`src/rtl/dmem_pkg.sv`:
```
// Shared types and constants for the data-memory arbiter.
package dmem_pkg;

   typedef enum logic [1:0] {
      StIdle,
      StAccess,
      StDone
   } state_e;

   localparam logic [31:0] DEFAULT_BASE_ADDR = 32'd1024;
   localparam int unsigned DEFAULT_DEPTH     = 64;

   localparam logic REQ_MEM = 1'b0;
   localparam logic REQ_DBG = 1'b1;

endpackage

```
`src/rtl/dmem_arbiter_if.sv`:
```
// Bus bundle between requesters (MEM stage, debug/DMA), the arbiter and the data memory.
interface dmem_arbiter_if #(
   parameter int unsigned IDX_W = 6
);
   logic             m_req;
   logic             m_wr;
   logic [31:0]      m_addr;
   logic [31:0]      m_wdata;
   logic [31:0]      m_rdata;
   logic             m_ready;
   logic             freeze;

   logic             d_req;
   logic             d_wr;
   logic [31:0]      d_addr;
   logic [31:0]      d_wdata;
   logic [31:0]      d_rdata;
   logic             d_ready;

   logic             mem_en;
   logic             mem_we;
   logic [IDX_W-1:0] mem_idx;
   logic [31:0]      mem_wdata;
   logic [31:0]      mem_rdata;
   logic             err;

   // Arbiter side.
   modport slave (
      input  m_req, m_wr, m_addr, m_wdata, d_req, d_wr, d_addr, d_wdata, mem_rdata,
      output m_rdata, m_ready, freeze, d_rdata, d_ready, mem_en, mem_we, mem_idx, mem_wdata,
             err
   );

   // Requester / memory side.
   modport master (
      output m_req, m_wr, m_addr, m_wdata, d_req, d_wr, d_addr, d_wdata, mem_rdata,
      input  m_rdata, m_ready, freeze, d_rdata, d_ready, mem_en, mem_we, mem_idx, mem_wdata,
             err
   );

endinterface

```
`src/rtl/rr_arbiter2.sv`:
```
// Two-way round-robin arbiter: on a tie the requester that did not win last time is granted.
module rr_arbiter2
   import dmem_pkg::*;
(
   input  logic [1:0] req_i,
   input  logic       last_i,
   output logic [1:0] gnt_o
);

   always_comb begin
      gnt_o = 2'b00;
      case (req_i)
         2'b01:   gnt_o = 2'b01;
         2'b10:   gnt_o = 2'b10;
         2'b11:   gnt_o = (last_i == REQ_MEM) ? 2'b10 : 2'b01;
         default: gnt_o = 2'b00;
      endcase
   end

endmodule

```
`src/rtl/dmem_arbiter.sv`:
```
// Data-memory arbiter: MEM stage vs debug port, fixed LAT-cycle access, byte-to-word indexing.
// Optional address range checking is enabled by defining DMEM_RANGE_CHECK_EN.
module dmem_arbiter
   import dmem_pkg::*;
#(
   parameter logic [31:0] BASE_ADDR = DEFAULT_BASE_ADDR,
   parameter int unsigned DEPTH     = DEFAULT_DEPTH,
   parameter int unsigned IDX_W     = 6,
   parameter int unsigned LAT       = 2
) (
   input  logic           clk,
   input  logic           rst,
   dmem_arbiter_if.slave  bus
);

   localparam int unsigned    CntW    = (LAT > 1) ? $clog2(LAT) : 1;
   localparam logic [CntW-1:0] CntLast = CntW'(LAT - 1);

   state_e           state_q;
   logic [CntW-1:0]  cnt_q;
   logic             last_q;
   logic             gnt_q;
   logic             wr_q;
   logic             oor_q;
   logic [IDX_W-1:0] idx_q;
   logic [31:0]      wdata_q;
   logic             mem_en_q;
   logic             mem_we_q;
   logic             m_ready_q;
   logic             d_ready_q;
   logic [31:0]      m_rdata_q;
   logic [31:0]      d_rdata_q;
   logic             err_q;

   logic [1:0]       req;
   logic [1:0]       gnt;
   logic             sel_wr;
   logic [31:0]      sel_addr;
   logic [31:0]      sel_wdata;
   logic [IDX_W-1:0] idx_d;
   logic             oor_d;
   logic [31:0]      cap_data;

   assign req = {bus.d_req, bus.m_req};

   rr_arbiter2 u_arb (
      .req_i  (req),
      .last_i (last_q),
      .gnt_o  (gnt)
   );

   assign sel_wr    = gnt[1] ? bus.d_wr    : bus.m_wr;
   assign sel_addr  = gnt[1] ? bus.d_addr  : bus.m_addr;
   assign sel_wdata = gnt[1] ? bus.d_wdata : bus.m_wdata;
   assign idx_d     = IDX_W'((sel_addr - BASE_ADDR) >> 2);

`ifdef DMEM_RANGE_CHECK_EN
   // 33-bit compare so BASE_ADDR + 4*DEPTH cannot wrap.
   assign oor_d = ({1'b0, sel_addr} < {1'b0, BASE_ADDR}) ||
                  ({1'b0, sel_addr} >= ({1'b0, BASE_ADDR} + 33'(4 * DEPTH)));
`else
   assign oor_d = 1'b0;
`endif

   // Writes and rejected accesses return zero load data.
   assign cap_data = (wr_q || oor_q) ? 32'h0 : bus.mem_rdata;

   always_ff @(posedge clk or negedge rst) begin
      if (!rst) begin
         state_q   <= StIdle;
         cnt_q     <= '0;
         last_q    <= REQ_DBG;
         gnt_q     <= REQ_MEM;
         wr_q      <= 1'b0;
         oor_q     <= 1'b0;
         idx_q     <= '0;
         wdata_q   <= '0;
         mem_en_q  <= 1'b0;
         mem_we_q  <= 1'b0;
         m_ready_q <= 1'b0;
         d_ready_q <= 1'b0;
         m_rdata_q <= '0;
         d_rdata_q <= '0;
         err_q     <= 1'b0;
      end else begin
         m_ready_q <= 1'b0;
         d_ready_q <= 1'b0;
         err_q     <= 1'b0;
         unique case (state_q)
            StIdle: begin
               if (|req) begin
                  gnt_q    <= gnt[1];
                  last_q   <= gnt[1];
                  wr_q     <= sel_wr;
                  idx_q    <= idx_d;
                  wdata_q  <= sel_wdata;
                  oor_q    <= oor_d;
                  cnt_q    <= '0;
                  mem_en_q <= ~oor_d;
                  mem_we_q <= sel_wr & ~oor_d;
                  state_q  <= StAccess;
               end
            end
            StAccess: begin
               if (cnt_q == CntLast) begin
                  mem_en_q <= 1'b0;
                  mem_we_q <= 1'b0;
                  err_q    <= oor_q;
                  if (gnt_q == REQ_DBG) begin
                     d_rdata_q <= cap_data;
                     d_ready_q <= 1'b1;
                  end else begin
                     m_rdata_q <= cap_data;
                     m_ready_q <= 1'b1;
                  end
                  state_q <= StDone;
               end else begin
                  cnt_q <= cnt_q + CntW'(1);
               end
            end
            StDone:  state_q <= StIdle;
            default: state_q <= StIdle;
         endcase
      end
   end

   assign bus.mem_en    = mem_en_q;
   assign bus.mem_we    = mem_we_q;
   assign bus.mem_idx   = idx_q;
   assign bus.mem_wdata = wdata_q;
   assign bus.m_ready   = m_ready_q;
   assign bus.d_ready   = d_ready_q;
   assign bus.m_rdata   = m_rdata_q;
   assign bus.d_rdata   = d_rdata_q;
   assign bus.freeze    = bus.m_req & ~m_ready_q;

`ifdef DMEM_RANGE_CHECK_EN
   assign bus.err = err_q;
`else
   assign bus.err = 1'b0;
`endif

endmodule

```
`src/flat_wrapper.sv`:
```
// flat-port wrapper written by rule: the top's interface ports become plain ports
module dmem_arbiter_flat import dmem_pkg::*;
#(
   parameter logic [31:0] BASE_ADDR = DEFAULT_BASE_ADDR,
   parameter int unsigned DEPTH     = DEFAULT_DEPTH,
   parameter int unsigned IDX_W     = 6,
   parameter int unsigned LAT       = 2
)
  (clk, rst, bus_m_req, bus_m_wr, bus_m_addr, bus_m_wdata, bus_d_req, bus_d_wr, bus_d_addr, bus_d_wdata, bus_mem_rdata, bus_m_rdata, bus_m_ready, bus_freeze, bus_d_rdata, bus_d_ready, bus_mem_en, bus_mem_we, bus_mem_idx, bus_mem_wdata, bus_err);
  dmem_arbiter_if #(.IDX_W(IDX_W)) bus_i ();
  input  logic clk;
  input  logic rst;
  input wire logic [$bits(bus_i.m_req)-1:0] bus_m_req;
  input wire logic [$bits(bus_i.m_wr)-1:0] bus_m_wr;
  input wire logic [$bits(bus_i.m_addr)-1:0] bus_m_addr;
  input wire logic [$bits(bus_i.m_wdata)-1:0] bus_m_wdata;
  input wire logic [$bits(bus_i.d_req)-1:0] bus_d_req;
  input wire logic [$bits(bus_i.d_wr)-1:0] bus_d_wr;
  input wire logic [$bits(bus_i.d_addr)-1:0] bus_d_addr;
  input wire logic [$bits(bus_i.d_wdata)-1:0] bus_d_wdata;
  input wire logic [$bits(bus_i.mem_rdata)-1:0] bus_mem_rdata;
  output wire logic [$bits(bus_i.m_rdata)-1:0] bus_m_rdata;
  output wire logic [$bits(bus_i.m_ready)-1:0] bus_m_ready;
  output wire logic [$bits(bus_i.freeze)-1:0] bus_freeze;
  output wire logic [$bits(bus_i.d_rdata)-1:0] bus_d_rdata;
  output wire logic [$bits(bus_i.d_ready)-1:0] bus_d_ready;
  output wire logic [$bits(bus_i.mem_en)-1:0] bus_mem_en;
  output wire logic [$bits(bus_i.mem_we)-1:0] bus_mem_we;
  output wire logic [$bits(bus_i.mem_idx)-1:0] bus_mem_idx;
  output wire logic [$bits(bus_i.mem_wdata)-1:0] bus_mem_wdata;
  output wire logic [$bits(bus_i.err)-1:0] bus_err;
  assign bus_i.m_req = bus_m_req;
  assign bus_i.m_wr = bus_m_wr;
  assign bus_i.m_addr = bus_m_addr;
  assign bus_i.m_wdata = bus_m_wdata;
  assign bus_i.d_req = bus_d_req;
  assign bus_i.d_wr = bus_d_wr;
  assign bus_i.d_addr = bus_d_addr;
  assign bus_i.d_wdata = bus_d_wdata;
  assign bus_i.mem_rdata = bus_mem_rdata;
  assign bus_m_rdata = bus_i.m_rdata;
  assign bus_m_ready = bus_i.m_ready;
  assign bus_freeze = bus_i.freeze;
  assign bus_d_rdata = bus_i.d_rdata;
  assign bus_d_ready = bus_i.d_ready;
  assign bus_mem_en = bus_i.mem_en;
  assign bus_mem_we = bus_i.mem_we;
  assign bus_mem_idx = bus_i.mem_idx;
  assign bus_mem_wdata = bus_i.mem_wdata;
  assign bus_err = bus_i.err;
  dmem_arbiter #(.BASE_ADDR(BASE_ADDR), .DEPTH(DEPTH), .IDX_W(IDX_W), .LAT(LAT)) u_core (.clk(clk), .rst(rst), .bus(bus_i));
endmodule
```
`config.mk`:
```
export PLATFORM = sky130hd
export DESIGN_NAME = dmem_arbiter_flat
export DESIGN_NICKNAME = d
export VERILOG_FILES = /design/src/rtl/dmem_pkg.sv /design/src/rtl/dmem_arbiter_if.sv /design/src/rtl/rr_arbiter2.sv /design/src/rtl/dmem_arbiter.sv /design/src/flat_wrapper.sv
export SDC_FILE = /design/constraint.sdc
export NUM_CORES = 1
export LEC_CHECK = 0
export ABC_AREA = 1
export CAP_MARGIN = 10
export CORE_UTILIZATION = 43
export CTS_CLUSTER_DIAMETER = 50
export DETAILED_ROUTE_END_ITERATION = 10
export GPL_ROUTABILITY_DRIVEN = 0
export PLACE_DENSITY = 0.86
export SETUP_SLACK_MARGIN = 0.4
export SLEW_MARGIN = 20
export SYNTH_ARGS = -nofsm -noshare
export SYNTH_HDL_FRONTEND = slang
export SYNTH_SLANG_ARGS = --single-unit
```
`constraint.sdc`:
```
create_clock -name clk -period 3.3 [get_ports clk]
set_clock_uncertainty 0.05 [all_clocks]
set_input_delay 0.495 -clock clk [delete_from_list [all_inputs] [get_ports clk]]
set_output_delay 0.495 -clock clk [all_outputs]
set_load 0.02 [all_outputs]
```
# After elaboration in Yosys (flattened, before gate mapping)
# Cells that the tools add are included.
# W data, S select, Z words.
totals:
  reg_bits: 112
  input_bits: 166
  word_cells: 56
  out_inout_bits: 108
op_classes:
  n_eq_ne: 6
  reduce_logical: 9
  n_mux: 23
  bitwise: 3
  addsub: 2
ops:
  columns: ["op", "count"]
  rows:
  - ["$mux W32", 2]
  - ["$mux W1", 12]
  - ["$reduce_and A3 Y1", 3]
  - ["$mux W8", 1]
  - ["$sub A8 B1 Y8 const B", 1]
  - ["$mux W2", 3]
  - ["$pmux W1 S2", 3]
  - ["$pmux W2 S3", 1]
  - ["$reduce_and A2 Y1", 3]
  - ["$eq A2 B1 Y1 const B", 2]
  - ["$eq A2 B2 Y1 const B", 2]
  - ["$ne A2 B1 Y1 const B", 2]
  - ["$pmux W2 S2", 1]
  - ["$logic_not A2 Y1", 1]
  - ["$not A1 Y1", 2]
  - ["$reduce_bool A2 Y1", 1]
  - ["$reduce_or A2 Y1", 1]
  - ["$add A1 B1 Y1 const B", 1]
  - ["$and A1 B1 Y1", 1]

# Logic depth before layout (Yosys ltp)
depth:
  ltp_word: 5
  mapped_depth: 8
  depth_no_buf: 7

# Cells and area by module
# From an unflattened synthesis, not the netlist that was laid out.
unflattened:
  cells_unflattened: 679
  area_unflattened_um2: 5063.6
modules_own_cells:
  columns: ["mod", "area_each_um2", "seq_area_each_um2", "cells_each", "instances"]
  rows:
  - ["dmem_arbiter", 5042.3, 2803.9, 674, 1]
  - ["rr_arbiter2", 21.3, 0.0, 5, 1]

# Worst setup path after synthesis
# OpenSTA, ideal clock, no wires.
synth_path:
  path_type: "input-to-reg"
  startpoint: "input bus_d_req"
  endpoint: "register u_core.mem_we_q, in the netlist u_core.bus.mem_we"
  path_slack_ns: 1.942
  setup_ns: 0.119
  n_path_buf: 2
  cell_stages: 5
  required_ns: 3.131
  arrival_ns: 1.188
  path_cell_list: "buf_2 > clkbuf_1 > nand3_1 > nand3_1 > nand2_1"
synth_between:
  elab_chain_len: 5
  elab_cells_between_ends: 10
  classes_between: "4 x eq/ne; 4 x mux; 2 x reduce/logical"
synth_rtl:
  columns: ["item", "line", "text"]
  rows:
  - ["start: declaration", "flat_wrapper.sv:17", "input wire logic [$bits(bus_i.d_req)-1:0] bus_d_req;"]
  - ["$eq A2 B2 Y1 / $eq A2 B1 Y1 (equally long branches)", "rr_arbiter2.sv:12", "case (req_i)"]
  - ["$pmux W2 S3", "rr_arbiter2.sv:12", null]
  - ["$mux W1", "dmem_arbiter.sv:52", "assign sel_wr = gnt[1] ? bus.d_wr : bus.m_wr;"]
  - ["$mux W1", "dmem_arbiter.sv:91", "if (|req) begin"]
  - ["$pmux W1 S2", "dmem_arbiter.sv:89", "unique case (state_q)"]
  - ["end signal: assignment", "dmem_arbiter.sv:100", "mem_we_q <= sel_wr & ~oor_d;"]
  - ["end: declaration", "dmem_arbiter.sv:28", "logic mem_we_q;"]
# Several ways; a longest one is shown, not always the timed one. The select of a mux whose other input is x is not followed.
# A chain may end at the register's enable or synchronous reset.

# Worst setup path in the final report
layout_path:
  startpoint: "input bus_m_req"
  endpoint: "output bus_freeze"
layout_between:
  elab_chain_len: 1
layout_rtl:
  columns: ["item", "line", "text"]
  rows:
  - ["start: declaration", "flat_wrapper.sv:13", "input wire logic [$bits(bus_i.m_req)-1:0] bus_m_req;"]
  - ["$and A1 B1 Y1", "dmem_arbiter.sv:135", "assign bus.freeze = bus.m_req & ~m_ready_q;"]
  - ["end: declaration", "flat_wrapper.sv:24", "output wire logic [$bits(bus_i.freeze)-1:0] bus_freeze;"]
# Every way passes these cells.

==> impl_metrics.toml <==
[run_status]
status = "finished clean"

[global_routing]
antenna_found_initial = 0
grt_max_degree = 64
grt.overflow.total = 0
grt_pass1_vias = 4987
grt_first_pass_wirelength_um = 24600
grtUsageTotal_pct = 24.5

[setup_path]
cp-end-kind = "output port"
r2r-end = "u_core.bus.m_rdata[15]$_DFFE_PN0P_"
critPathKind = "input pin to output port"
r2r_setup_slack_ns = 1.06
critPathArrivalTime_ns = 1.87
crit_fanout = 4
r2r_start = "u_core.state_q[1]$_DFFE_PN0P_"
cp.required_ns = 2.75
start_kind = "input pin"
rr_worst_depth = 7

[timing]
fmax_ghz = 0.414
fin_ws_ns = 0.887
grt_setup_unrepaired = "false"
maxSlewViolCount = 0
layout_min_cycle_time_ns = 2.41
tns_ns = 0
worst_pin_slew_ns = 0.797
hold_viol = 0
min_period_over_period_pct = 73.1
slew_headroom_pct = 46.7
hold-worst-slack_ns = 0.111
setup_viol = 0

[power]
ir_drop_uv = 489
power_density_mw_per_mm2 = 923
leakage_nw = 4.18
p_total_mw = 7.28

[synthesis]
ys_top_cells_by_count = "nand2_1, inv_1, dfrtp_1"
synth_edf_count = 0
synth_area_mm2 = 0.00531
seq_area_frac_synth_pct = 52.8
synth_fp_nets = 882
yosysTopAreaCellShare_pct = 52.3
post-synth-top-area-cell = "dfrtp_1"
synth_most_common_cell = "nand2_1"
synth_cells = 716
synth.area.top_cells = "dfrtp_1, nand2_1, inv_1"
syn_area_per_cell_um2 = 7.42
ys_types = 18
synthArstFlopShare_pct = 100
synth_flop_cell = "dfrtp_1"
yosys_warnings = 0
ys_ff_latch = 112

[drt]
dr.pass1.iters = 5
dr_total_vias = 5133
wl_per_cell_um = 14.1
drt-vias-per-instance = 4.81
drt_iter0_drc = 384
antenna_left = 0
route.detailed.drc = 0
finalWirelength_um = 15100

[worst_hold_path]
hold_path_class = "input pin to asynchronous set/reset pin"

[die]
fp.dieW_um = 113
core_mm2 = 0.0120
die_area_mm2 = 0.0128
boundaryPins = 274
placement_rows = 40
start_util_pct = 44.2
die_h_um = 113

[cts]
cts_resized = 0
cts_max_level = 3
clk_latency_ns = 0.34
cts_buffer_depth = 2
hold_buffers = 0
tritoncts = "yes"
cts.clk_slew.worst_paths_ns = 0.07
cts_setup_buffers = 0
cts_made_buffers = 9
cts-root-buf = "clkbuf_16"
numClockSinks = 112

[layout]
fillers = 1002
drive_gt1_share_pct = 4.13
final_util_pct = 65.7
multi_input_area_mm2 = 0.00185
final_cell_area_mm2 = 0.00789
instances_no_fill = 1068
n_antenna_cell = 0
register_area_mm2 = 0.00281
finalNetCount = 1082
syn2layout_area_growth_pct = 48.5

[place]
dpl_cell_area_mm2 = 0.00757
placedCellCount = 1052
place_ws_ns = 0.892
portBuffers = 220
dpl.hpwl_um = 10300

[job]
maxCapViolCount = 0
## placed cells by master (no fill, tap or decap), drive strengths merged
cell           instances
buf                   12
bufinv                 2
clkbuf                10
clkdlybuf4s50        218
clkinv                 1
clkinvlp               2
conb                   1
dfrtp                111
dfstp                  1
inv                  119
nand2                290
nand3                 81
nor2                  38
o21ai                 35
## sequential cells by signal, summed over array words and instances, names as in the netlist
signal and flops:
u_core.bus.mem_en 1, u_core.bus.d_rdata 32, u_core.bus.mem_wdata 32, u_core.state_q 2, u_core.bus.m_ready 1, u_core.last_q 1
u_core.bus.mem_idx 6, u_core.gnt_q 1, u_core.cnt_q 1, u_core.wr_q 1, u_core.bus.m_rdata 32, u_core.bus.mem_we 1
u_core.bus.d_ready 1
## cell families (layout without fill, tap and decap cells)
| logic type | after synthesis | count (layout) | synth area share [%] |
|---|---|---|---|
| and+or+nand+nor | 409 | 409 | 31.2 |
| buffers and inverters | 159 | 364 | 12.4 |
| DFF | 112 | 112 | 52.8 |
| AOI/OAI and AO/OA | 35 | 35 | 3.51 |
| other | 1 | 1 | 0.0706 |
## per-layer routing
metal	wire length (um)	global-route usage, %
met5	0	0
met4	584	12.3
met3	925	4.07
met2	6990	39.8
met1	6550	31.8
## where the power goes
part | total [mW] | leakage, nW | internal, mW | switching [mW]
Sequential | 2.42 | 1.40 | 2.00 | 0.420
Combinational | 3.69 | 2.63 | 1.57 | 2.13
Clock | 1.17 | 0.149 | 0.670 | 0.497
Total | 7.28 | 4.18 | 4.24 | 3.04
## critical path, cell delays in order
cell	delay, ns
clkdlybuf4s50_1	0.61
inv_1	0.07
nor2_1	0.09
clkdlybuf4s50_1	0.61
## how the worst max path moves through the flow
stage	slack [ns]	to	start	cells after the start
final	0.89	bus_freeze	bus_m_req	4
after global routing	0.82	u_core.bus.m_rdata[19]$_DFFE_PN0P_	u_core.state_q[1]$_DFFE_PN0P_	7
after CTS	0.89	bus_freeze	bus_m_req	4
after detailed placement	0.89	bus_freeze	bus_m_req	4
after global placement	0.91	bus_freeze	bus_m_req	4
after floorplan	1.94	u_core.bus.mem_we$_DFFE_PN0P_	bus_d_req	5
## cell type report
| class | count | share of cell area [%] |
|---|---|---|
| clock buffers | 10 | 2.90 |
| clock inverters | 6 | 1.17 |
| inverters | 118 | 5.62 |
| multi-input cells | 445 | 23.5 |
| flip-flops and latches | 112 | 35.6 |
| well taps | 147 | 2.33 |
| repair buffers | 230 | 28.9 |
(Power assumes the default switching activity.)
